`src/rtl/regfile_wb_scoreboard_if.sv`:
```
// Writeback/issue/decode-check bundle for regfile_wb_scoreboard.
// SB_FWD_EN adds the writeback forwarding outputs.
interface regfile_wb_scoreboard_if;
  logic        issue_valid;
  logic [4:0]  issue_rd;
  logic        issue_ready;
  logic        src0_valid;
  logic [4:0]  src0_rd;
  logic [31:0] src0_data;
  logic        src0_ready;
  logic        src1_valid;
  logic [4:0]  src1_rd;
  logic [31:0] src1_data;
  logic        src1_ready;
  logic        rf_wen;
  logic [4:0]  rf_waddr;
  logic [31:0] rf_wdata;
  logic [4:0]  chk_raddr1;
  logic [4:0]  chk_raddr2;
  logic        chk_busy;
`ifdef SB_FWD_EN
  logic        fwd_hit1;
  logic        fwd_hit2;
  logic [31:0] fwd_data;
`endif

  modport master (
    output issue_valid, issue_rd,
    output src0_valid, src0_rd, src0_data,
    output src1_valid, src1_rd, src1_data,
    output chk_raddr1, chk_raddr2,
    input  issue_ready, src0_ready, src1_ready,
    input  rf_wen, rf_waddr, rf_wdata,
`ifdef SB_FWD_EN
    input  fwd_hit1, fwd_hit2, fwd_data,
`endif
    input  chk_busy
  );

  modport slave (
    input  issue_valid, issue_rd,
    input  src0_valid, src0_rd, src0_data,
    input  src1_valid, src1_rd, src1_data,
    input  chk_raddr1, chk_raddr2,
    output issue_ready, src0_ready, src1_ready,
    output rf_wen, rf_waddr, rf_wdata,
`ifdef SB_FWD_EN
    output fwd_hit1, fwd_hit2, fwd_data,
`endif
    output chk_busy
  );
endinterface

```
`src/rtl/regfile_wb_scoreboard.sv`:
```
// Round-robin writeback arbiter plus per-register busy scoreboard.
// Optional macro SB_FWD_EN: forward the writeback value to decode.
module regfile_wb_scoreboard #(
  parameter int NR_REG = 16
) (
  input logic                  clk,
  input logic                  rstn,
  regfile_wb_scoreboard_if.slave bus
);
  localparam int IW = $clog2(NR_REG);

  logic [NR_REG-1:1] r_busy;
  logic              r_last;
  logic [NR_REG-1:0] w_bvec;
  logic              w_g0;
  logic              w_g1;
  logic              w_grant;
  logic [4:0]        w_wrd;
  logic [31:0]       w_wdat;
  logic              w_wen;
  logic              w_hs;
  logic [NR_REG-1:0] w_set;
  logic [NR_REG-1:0] w_clr;
  logic              w_b1;
  logic              w_b2;

  function automatic logic trk(input logic [4:0] rd);
    return (rd != 5'd0) && (int'(rd) < NR_REG);
  endfunction

  function automatic logic busy_of(
    input logic [4:0]        rd,
    input logic [NR_REG-1:0] v
  );
    return trk(rd) && v[rd[IW-1:0]];
  endfunction

  assign w_bvec = {r_busy, 1'b0};

  // r_last=1 means src1 won last, so src0 has priority
  assign w_g0 = rstn && bus.src0_valid
              && (!bus.src1_valid || r_last);
  assign w_g1 = rstn && bus.src1_valid
              && (!bus.src0_valid || !r_last);
  assign w_grant = w_g0 | w_g1;

  always_comb begin
    w_wrd  = '0;
    w_wdat = '0;
    unique case (1'b1)
      w_g0: begin
        w_wrd  = bus.src0_rd;
        w_wdat = bus.src0_data;
      end
      w_g1: begin
        w_wrd  = bus.src1_rd;
        w_wdat = bus.src1_data;
      end
      default: ;
    endcase
  end

  assign w_wen = w_grant && trk(w_wrd);

  assign bus.src0_ready = w_g0;
  assign bus.src1_ready = w_g1;
  assign bus.rf_wen     = w_wen;
  assign bus.rf_waddr   = w_wrd;
  assign bus.rf_wdata   = w_wdat;

  assign bus.issue_ready = rstn
                         && !busy_of(bus.issue_rd, w_bvec);
  assign w_hs = bus.issue_valid && bus.issue_ready;

  assign w_set = (w_hs && trk(bus.issue_rd))
               ? (NR_REG'(1) << bus.issue_rd[IW-1:0])
               : '0;
  assign w_clr = w_wen
               ? (NR_REG'(1) << w_wrd[IW-1:0])
               : '0;

  assign w_b1 = busy_of(bus.chk_raddr1, w_bvec);
  assign w_b2 = busy_of(bus.chk_raddr2, w_bvec);

`ifdef SB_FWD_EN
  assign bus.fwd_hit1 = w_wen && (w_wrd == bus.chk_raddr1);
  assign bus.fwd_hit2 = w_wen && (w_wrd == bus.chk_raddr2);
  assign bus.fwd_data = w_wdat;
  assign bus.chk_busy = (w_b1 && !bus.fwd_hit1)
                      | (w_b2 && !bus.fwd_hit2);
`else
  assign bus.chk_busy = w_b1 | w_b2;
`endif

  always_ff @(posedge clk) begin
    if (!rstn) begin
      r_busy <= '0;
      r_last <= 1'b1;
    end else begin
      r_busy <= (r_busy & ~w_clr[NR_REG-1:1])
              | w_set[NR_REG-1:1];
      if (w_grant)
        r_last <= w_g1;
    end
  end
endmodule

```
`src/flat_wrapper.sv`:
```
// flat-port wrapper written by rule: the top's interface ports become plain ports
module regfile_wb_scoreboard_flat 
#(
  parameter int NR_REG = 16
)
  (clk, rstn, bus_issue_valid, bus_issue_rd, bus_src0_valid, bus_src0_rd, bus_src0_data, bus_src1_valid, bus_src1_rd, bus_src1_data, bus_chk_raddr1, bus_chk_raddr2, bus_issue_ready, bus_src0_ready, bus_src1_ready, bus_rf_wen, bus_rf_waddr, bus_rf_wdata, bus_chk_busy);
  regfile_wb_scoreboard_if bus_i ();
  input logic clk;
  input logic rstn;
  input wire logic [$bits(bus_i.issue_valid)-1:0] bus_issue_valid;
  input wire logic [$bits(bus_i.issue_rd)-1:0] bus_issue_rd;
  input wire logic [$bits(bus_i.src0_valid)-1:0] bus_src0_valid;
  input wire logic [$bits(bus_i.src0_rd)-1:0] bus_src0_rd;
  input wire logic [$bits(bus_i.src0_data)-1:0] bus_src0_data;
  input wire logic [$bits(bus_i.src1_valid)-1:0] bus_src1_valid;
  input wire logic [$bits(bus_i.src1_rd)-1:0] bus_src1_rd;
  input wire logic [$bits(bus_i.src1_data)-1:0] bus_src1_data;
  input wire logic [$bits(bus_i.chk_raddr1)-1:0] bus_chk_raddr1;
  input wire logic [$bits(bus_i.chk_raddr2)-1:0] bus_chk_raddr2;
  output wire logic [$bits(bus_i.issue_ready)-1:0] bus_issue_ready;
  output wire logic [$bits(bus_i.src0_ready)-1:0] bus_src0_ready;
  output wire logic [$bits(bus_i.src1_ready)-1:0] bus_src1_ready;
  output wire logic [$bits(bus_i.rf_wen)-1:0] bus_rf_wen;
  output wire logic [$bits(bus_i.rf_waddr)-1:0] bus_rf_waddr;
  output wire logic [$bits(bus_i.rf_wdata)-1:0] bus_rf_wdata;
  output wire logic [$bits(bus_i.chk_busy)-1:0] bus_chk_busy;
  assign bus_i.issue_valid = bus_issue_valid;
  assign bus_i.issue_rd = bus_issue_rd;
  assign bus_i.src0_valid = bus_src0_valid;
  assign bus_i.src0_rd = bus_src0_rd;
  assign bus_i.src0_data = bus_src0_data;
  assign bus_i.src1_valid = bus_src1_valid;
  assign bus_i.src1_rd = bus_src1_rd;
  assign bus_i.src1_data = bus_src1_data;
  assign bus_i.chk_raddr1 = bus_chk_raddr1;
  assign bus_i.chk_raddr2 = bus_chk_raddr2;
  assign bus_issue_ready = bus_i.issue_ready;
  assign bus_src0_ready = bus_i.src0_ready;
  assign bus_src1_ready = bus_i.src1_ready;
  assign bus_rf_wen = bus_i.rf_wen;
  assign bus_rf_waddr = bus_i.rf_waddr;
  assign bus_rf_wdata = bus_i.rf_wdata;
  assign bus_chk_busy = bus_i.chk_busy;
  regfile_wb_scoreboard #(.NR_REG(NR_REG)) u_core (.clk(clk), .rstn(rstn), .bus(bus_i));
endmodule
```
`config.mk`:
```
export PLATFORM = sky130hd
export DESIGN_NAME = regfile_wb_scoreboard_flat
export DESIGN_NICKNAME = d
export VERILOG_FILES = /design/src/rtl/regfile_wb_scoreboard_if.sv /design/src/rtl/regfile_wb_scoreboard.sv /design/src/flat_wrapper.sv
export SDC_FILE = /design/constraint.sdc
export NUM_CORES = 1
export LEC_CHECK = 0
export CORE_ASPECT_RATIO = 1.1
export CORE_MARGIN = 8
export CORE_UTILIZATION = 36
export CTS_CLUSTER_DIAMETER = 80
export DETAILED_ROUTE_END_ITERATION = 12
export PLACE_DENSITY = 0.95
export SLEW_MARGIN = 20
export SYNTH_ARGS = -nofsm -noshare
export SYNTH_HDL_FRONTEND = slang
export SYNTH_SLANG_ARGS = --single-unit
```
`constraint.sdc`:
```
create_clock -name clk -period 2.4 [get_ports clk]
set_input_delay 0.24 -clock clk [delete_from_list [all_inputs] [get_ports clk]]
set_output_delay 0.24 -clock clk [all_outputs]
set_load 0.1 [all_outputs]
```
==> Word-level counts from Yosys, hierarchy flattened <==
Cells that the tools add are included.
{ "word_totals": {"inputBits": 94, "output_inout_bits": 42, "reg_bits": 16} }
{ "classes": {"reduce_logical": 25, "mux": 10, "bitwise_logic": 5, "n_shift": 2, "order_cmp": 7} }
{ "ops": {"columns": ["op", "count"], "rows": [
  ["$pmux 32 s2", 1],
  ["$mux 16", 2],
  ["$shl 1x4->16 const A", 2],
  ["$lt 5x5->1 const B", 4],
  ["$reduce_bool 5->1", 4],
  ["$and 15x15->15", 1],
  ["$logic_and 1x1->1", 15],
  ["$lt 4x5->1 const B", 3],
  ["$not 15->15", 1],
  ["$or 15x15->15", 1],
  ["$bmux 1 s4", 3],
  ["$pmux 5 s2", 1],
  ["$logic_not 1->1", 4],
  ["$mux 1", 3],
  ["$logic_or 1x1->1", 2],
  ["$or 1x1->1", 2]
]} }

==> Logic depth before layout (Yosys ltp) <==
{ "logic_depth": {"word_depth": 11, "mapped_depth": 6, "depth_no_buf": 5} }

==> Worst setup path before layout <==
No wires, ideal clock.
{ "synth_path": {"path_type": "input to output", "start": "input port bus_src0_valid", "end": "output port bus_rf_wen", "arrival_ps": 3292, "n_path_buf": 1, "path_slack_ps": -1132, "cell_stages": 6, "path_cell_list": "buf_6 a21boi_4 a32o_1 and2_1 nor2_1 a31oi_1"} }
{ "synth_between": {"elab_chain_cells": 7, "elab_cells_between_ends": 11} }
{ "synth_rtl": {"columns": ["item", "line_no", "text"], "rows": [
  ["start: declaration", "flat_wrapper.sv:12", "input wire logic [$bits(bus_i.src0_valid)-1:0] bus_src0_valid;"],
  ["$logic_not 1->1", "regfile_wb_scoreboard.sv:44", "&& (!bus.src0_valid || !r_last);"],
  ["$logic_or 1x1->1", "regfile_wb_scoreboard.sv:44", null],
  ["$logic_and 1x1->1", "regfile_wb_scoreboard.sv:44", null],
  ["$pmux 5 s2 (*)", "regfile_wb_scoreboard.sv:50", "unique case (1'b1)"],
  ["net bus_rf_waddr[1]", "flat_wrapper.sv:24", "output wire logic [$bits(bus_i.rf_waddr)-1:0] bus_rf_waddr;"],
  ["$lt 5x5->1 or $reduce_bool 5->1 (tied branches)", "regfile_wb_scoreboard.sv:28", "return (rd != 5'd0) && (int'(rd) < NR_REG);"],
  ["$logic_and 1x1->1 (*)", "regfile_wb_scoreboard.sv:28", null],
  ["$logic_and 1x1->1 (*)", "regfile_wb_scoreboard.sv:63", "assign w_wen = w_grant && trk(w_wrd);"],
  ["end: declaration", "flat_wrapper.sv:23", "output wire logic [$bits(bus_i.rf_wen)-1:0] bus_rf_wen;"]
]} }
The timed path passes the listed nets; every way through them passes the cells marked *.

==> Final worst setup path <==
{ "layout_path": {"start": "input port bus_src1_valid", "end": "output port bus_rf_wen"} }
{ "layout_between": {"elab_chain_cells": 7, "elab_cells_between_ends": 11} }
{ "layout_rtl": {"columns": ["item", "line_no", "text"], "rows": [
  ["start: declaration", "flat_wrapper.sv:15", "input wire logic [$bits(bus_i.src1_valid)-1:0] bus_src1_valid;"],
  ["$logic_not 1->1", "regfile_wb_scoreboard.sv:42", "&& (!bus.src1_valid || r_last);"],
  ["$logic_or 1x1->1", "regfile_wb_scoreboard.sv:42", null],
  ["$logic_and 1x1->1", "regfile_wb_scoreboard.sv:42", null],
  ["$pmux 5 s2", "regfile_wb_scoreboard.sv:50", null],
  ["$lt 5x5->1 or $reduce_bool 5->1 (tied branches)", "regfile_wb_scoreboard.sv:28", null],
  ["$logic_and 1x1->1", "regfile_wb_scoreboard.sv:28", null],
  ["$logic_and 1x1->1 (*)", "regfile_wb_scoreboard.sv:63", null]
]} }
Mark *: on every way between the ends. The rest lies on a longest branch, timed or not.

==> implementation parameters <==
Parameter                              Value

Clock tree
  Number of H-tree levels    1
  Clock transition at the registers of the reported paths    approximately 0.06 ns
  Clock Root Buffer    sky130_fd_sc_hd__clkbuf_8
  Buffer levels on the longest clock path    2
  Clock tree from TritonCTS    done
  Cts bufs inserted    3
  Clock insertion delay at the later pin of the skew report    0.25 ns
  Count of hold buffers inserted by post-cts repair    0
  Clock Sinks    16

Floorplanning
  Horizontal die dimension    between 80 and 90 um
  Row Count    26
  Initial cell density of the core    0.3705
  Area of the placeable core    0.004619 mm^2
  Number of top-level pins    136
  Die height    between 80 and 90 um
  Die footprint    between 0.007 and 0.008 mm^2

Critical path
  Crit-path max FO    7
  Longest individual stage delay on the worst path    approximately 0.54 ns
  Number of buffers and inverters on the critical path    2
  Endpoint kind of the worst setup timing path    output port
  Slowest cell on crit path    sky130_fd_sc_hd__clkdlybuf4s50_1
  Critical path data required time    roughly 2.2 ns
  Cell Chain, Critical Path    clkdlybuf4s50_1 -> a21boi_4 -> a32o_1 -> and2_1 -> nor2_1 -> a31oi_4 -> buf_12
  Critical Setup Path Class    input pin to output port
  Family with the most delay on the worst path    compound AO/OA/AOI/OAI gates
  Startpoint kind of the worst setup timing path    input pin
  Worst path arrival time    2.06 ns

Power and ir drop
  Worst IR drop on VDD    0.2324 mV
  Static Leakage    between 0.001 and 0.0015 uW
  PD cells    395.9 mW/mm^2

Layout
  Fraction of layout cells with a size suffix above 1    0.2609
  Final design utilization    0.7841
  Area taken by multi-input logic gates    around 0.0013 mm^2
  Layout net count    418
  Antenna cell count    0
  Number of filler instances in the final layout    roughly 290
  Layout area overhead    111.6%
  Sequential standard cell area    about 320 um^2

Detailed routing
  DR pass1 iterations    6
  Number of vias after detailed routing    2381
  Routed Wire Length    9353 um
  Drt via density    around 6.3
  Number of remaining DRC errors    0
  Number of nets with antenna violations after detailed routing    0
  Wire length per cell after detailed routing    24.74 um
  DRC marker count from the first detailed-route iteration    ~300

Timing
  Worst slew pin tran    between 0.5 and 0.6 ns
  Final Critical Period    around 2.3 ns
  Final number of setup-violating endpoints    0
  Largest clock skew in the final design    about 0.0021 ns
  Hold Worst Slack    slightly below 0.6 ns
  Max-Slew Margin vs Limit    0.6521
  Fraction of the cycle the final worst path needs    0.9598
  Max-slew violations    0
  Fmax achieved    about 430 MHz
  Count of final hold-check violations    0
  RSZ-0062 raised after global routing    false

Global routing
  Number of global-route vias before repair    2369
  Global-route wire length before repair    14050 um
  Largest net degree at the start of global routing    35
  Global routing usage summed across all routing layers    0.2559
  Initial antenna violation count    0
  Global route overflow    0

Run status
  Run status    complete, no violations

Logic synthesis
  Mapped Nets    roughly 290
  Post-synthesis average cell area    8.869 um^2
  Leading register cell type out of synthesis    sky130_fd_sc_hd__dfxtp_1
  Share of the yosys chip area belonging to registers    0.1871
  Synth Instances    around 190
  Number of distinct library cell variants in the gate-level netlist after synthesis    43
  Register bit total from synthesis    16
  Count of flip-flops with a built-in enable after synthesis    0
  Share of synthesized flip-flops with an asynchronous set or reset    0
  Number of synthesis warnings    0
  Post-synthesis instance area    roughly 0.0017 mm^2

Place
  Placer's final routability congestion estimate    just over 0.9
  Number of buffer cells added on primary ports    roughly 140
  Final HPWL DP    approximately 7700 um

Run
  Count of maximum capacitance violations    0

Min path
  Worst hold path class    flip-flop to flip-flop
[kinds of logic (layout without fill, tap and decap cells)]
group                  after synthesis  in the layout  synth area share
buffers and inverters               23            152           0.06945
multiplexers                        17             17            0.1396
flip-flops                          16             16            0.1871
AND/OR/NAND/NOR                     61             61            0.2091
AO/OA/AOI/OAI                       76             76            0.3947
[cells in the mapped netlist (2+ instances only)]
cell / count / area (um^2)
sky130_fd_sc_hd__a32o_1: 17 / 170.2
sky130_fd_sc_hd__a22o_1: 33 / 289.0
sky130_fd_sc_hd__nand3b_1: 4 / 30.03
sky130_fd_sc_hd__a21oi_1: 5 / 25.02
sky130_fd_sc_hd__o21ai_0: 4 / 20.02
sky130_fd_sc_hd__nand2_1: 19 / 71.32
sky130_fd_sc_hd__inv_1: 5 / 18.77
sky130_fd_sc_hd__nand3_1: 4 / 20.02
sky130_fd_sc_hd__a32oi_1: 3 / 26.28
sky130_fd_sc_hd__mux2_2: 5 / 56.30
sky130_fd_sc_hd__dfxtp_1: 16 / 320.3
sky130_fd_sc_hd__a31oi_1: 3 / 18.77
sky130_fd_sc_hd__nor2b_1: 4 / 25.02
sky130_fd_sc_hd__o31ai_1: 2 / 15.01
sky130_fd_sc_hd__and2_1: 4 / 25.02
sky130_fd_sc_hd__buf_2: 14 / 70.07
sky130_fd_sc_hd__and3_1: 2 / 12.51
sky130_fd_sc_hd__mux2i_1: 7 / 70.07
sky130_fd_sc_hd__nor2_1: 9 / 33.78
sky130_fd_sc_hd__nor3_2: 2 / 20.02
sky130_fd_sc_hd__nor3_1: 3 / 15.01
sky130_fd_sc_hd__mux4_2: 5 / 112.6
sky130_fd_sc_hd__clkbuf_1: 2 / 7.510
sky130_fd_sc_hd__buf_6: 2 / 22.52
[cell type report]
class,count,share of cell area
well taps,56,0.01934
multi-input cells,154,0.3596
repair buffers,144,0.5161
inverters,5,0.005181
flip-flops and latches,16,0.08843
clock buffers,3,0.01140
[final timing paths]
kind                                     from                     endpoint  slack [ns]  cells after the start
setup / recovery               bus_src1_valid                   bus_rf_wen         0.1                      7
hold / removal    u_core.r_busy[3]$_SDFF_PN0_  u_core.r_busy[3]$_SDFF_PN0_        0.59                      1
setup reg to reg   u_core.r_last$_SDFFE_PN1P_  u_core.r_busy[2]$_SDFF_PN0_        0.61                      6
hold reg to reg   u_core.r_busy[3]$_SDFF_PN0_  u_core.r_busy[3]$_SDFF_PN0_        0.59                      1
[per-layer routing]
layer  vias to the layer above  routed length [um]  global-route usage
li1                       1042                   -                   -
met1                      1140                3346              0.2835
met2                       171                5057              0.4756
met3                        28                 738             0.05793
met4                         0                 210             0.05751
met5                         -                   0                   0
[worst reg2reg max path, cell delays in order, from the launching register on]
cell and delay (ns):
sky130_fd_sc_hd__dfxtp_1 0.40, sky130_fd_sc_hd__a21boi_4 0.12, sky130_fd_sc_hd__buf_4 0.16, sky130_fd_sc_hd__a32o_1 0.24, sky130_fd_sc_hd__nor2_1 0.34, sky130_fd_sc_hd__nand3_1 0.15
sky130_fd_sc_hd__a32o_1 0.28
[metrics by stage]
| stage | cell area [um^2] | power, uW | instances | setup slack [ns] | TNS, ns |
|---|---|---|---|---|---|
| floorplan | 1742 | 797.1 | 193 | -0.2974 | -0.2974 |
| global placement | 3576 | 1216 | 375 | 0.1052 | 0 |
| detailed placement | 3576 | 1234 | 375 | 0.01935 | 0 |
| CTS | 3617 | 1432 | 378 | 0.01640 | 0 |
| global route | 3622 | 1474 | 378 | 0.02885 | 0 |
| finish | 3622 | 1434 | 378 | 0.09649 | 0 |
[sequential cells by signal (all words and copies together), names as in the netlist]
register       cells
u_core.r_busy     15
u_core.r_last      1
[power breakdown]
part	internal [uW]	switching [uW]
Clock	111	90.4
Combinational	402	557
Sequential	269	3.96
Total	782	652
[cell usage in the layout (no fill, tap or decap), types with 2 or more instances in the layout]
| cell | instances |
|---|---|
| sky130_fd_sc_hd__o21ai_0 | 4 |
| sky130_fd_sc_hd__nand3b_1 | 4 |
| sky130_fd_sc_hd__nor3_1 | 3 |
| sky130_fd_sc_hd__a31oi_1 | 2 |
| sky130_fd_sc_hd__a22o_1 | 24 |
| sky130_fd_sc_hd__buf_4 | 7 |
| sky130_fd_sc_hd__nand2_1 | 19 |
| sky130_fd_sc_hd__dlymetal6s2s_1 | 2 |
| sky130_fd_sc_hd__nor2_1 | 9 |
| sky130_fd_sc_hd__a21oi_1 | 4 |
| sky130_fd_sc_hd__o31ai_1 | 2 |
| sky130_fd_sc_hd__dfxtp_1 | 16 |
| sky130_fd_sc_hd__clkbuf_8 | 3 |
| sky130_fd_sc_hd__clkdlybuf4s50_1 | 91 |
| sky130_fd_sc_hd__and3_1 | 2 |
| sky130_fd_sc_hd__and2_1 | 4 |
| sky130_fd_sc_hd__mux2_2 | 5 |
| sky130_fd_sc_hd__buf_12 | 44 |
| sky130_fd_sc_hd__inv_1 | 5 |
| sky130_fd_sc_hd__mux4_2 | 5 |
| sky130_fd_sc_hd__nand3_1 | 4 |
| sky130_fd_sc_hd__nor3_2 | 2 |
| sky130_fd_sc_hd__mux2i_1 | 7 |
| sky130_fd_sc_hd__a32o_1 | 17 |
| sky130_fd_sc_hd__nor2b_1 | 4 |
| sky130_fd_sc_hd__a32oi_1 | 3 |
| sky130_fd_sc_hd__a22o_2 | 9 |
[what timing repair did]
action,in CTS,in global routing
buffers inserted,0,0
setup endpoints to repair,0,1
hold endpoints to repair,0,0
gates resized for setup,0,2
(Power assumes the default switching activity.)
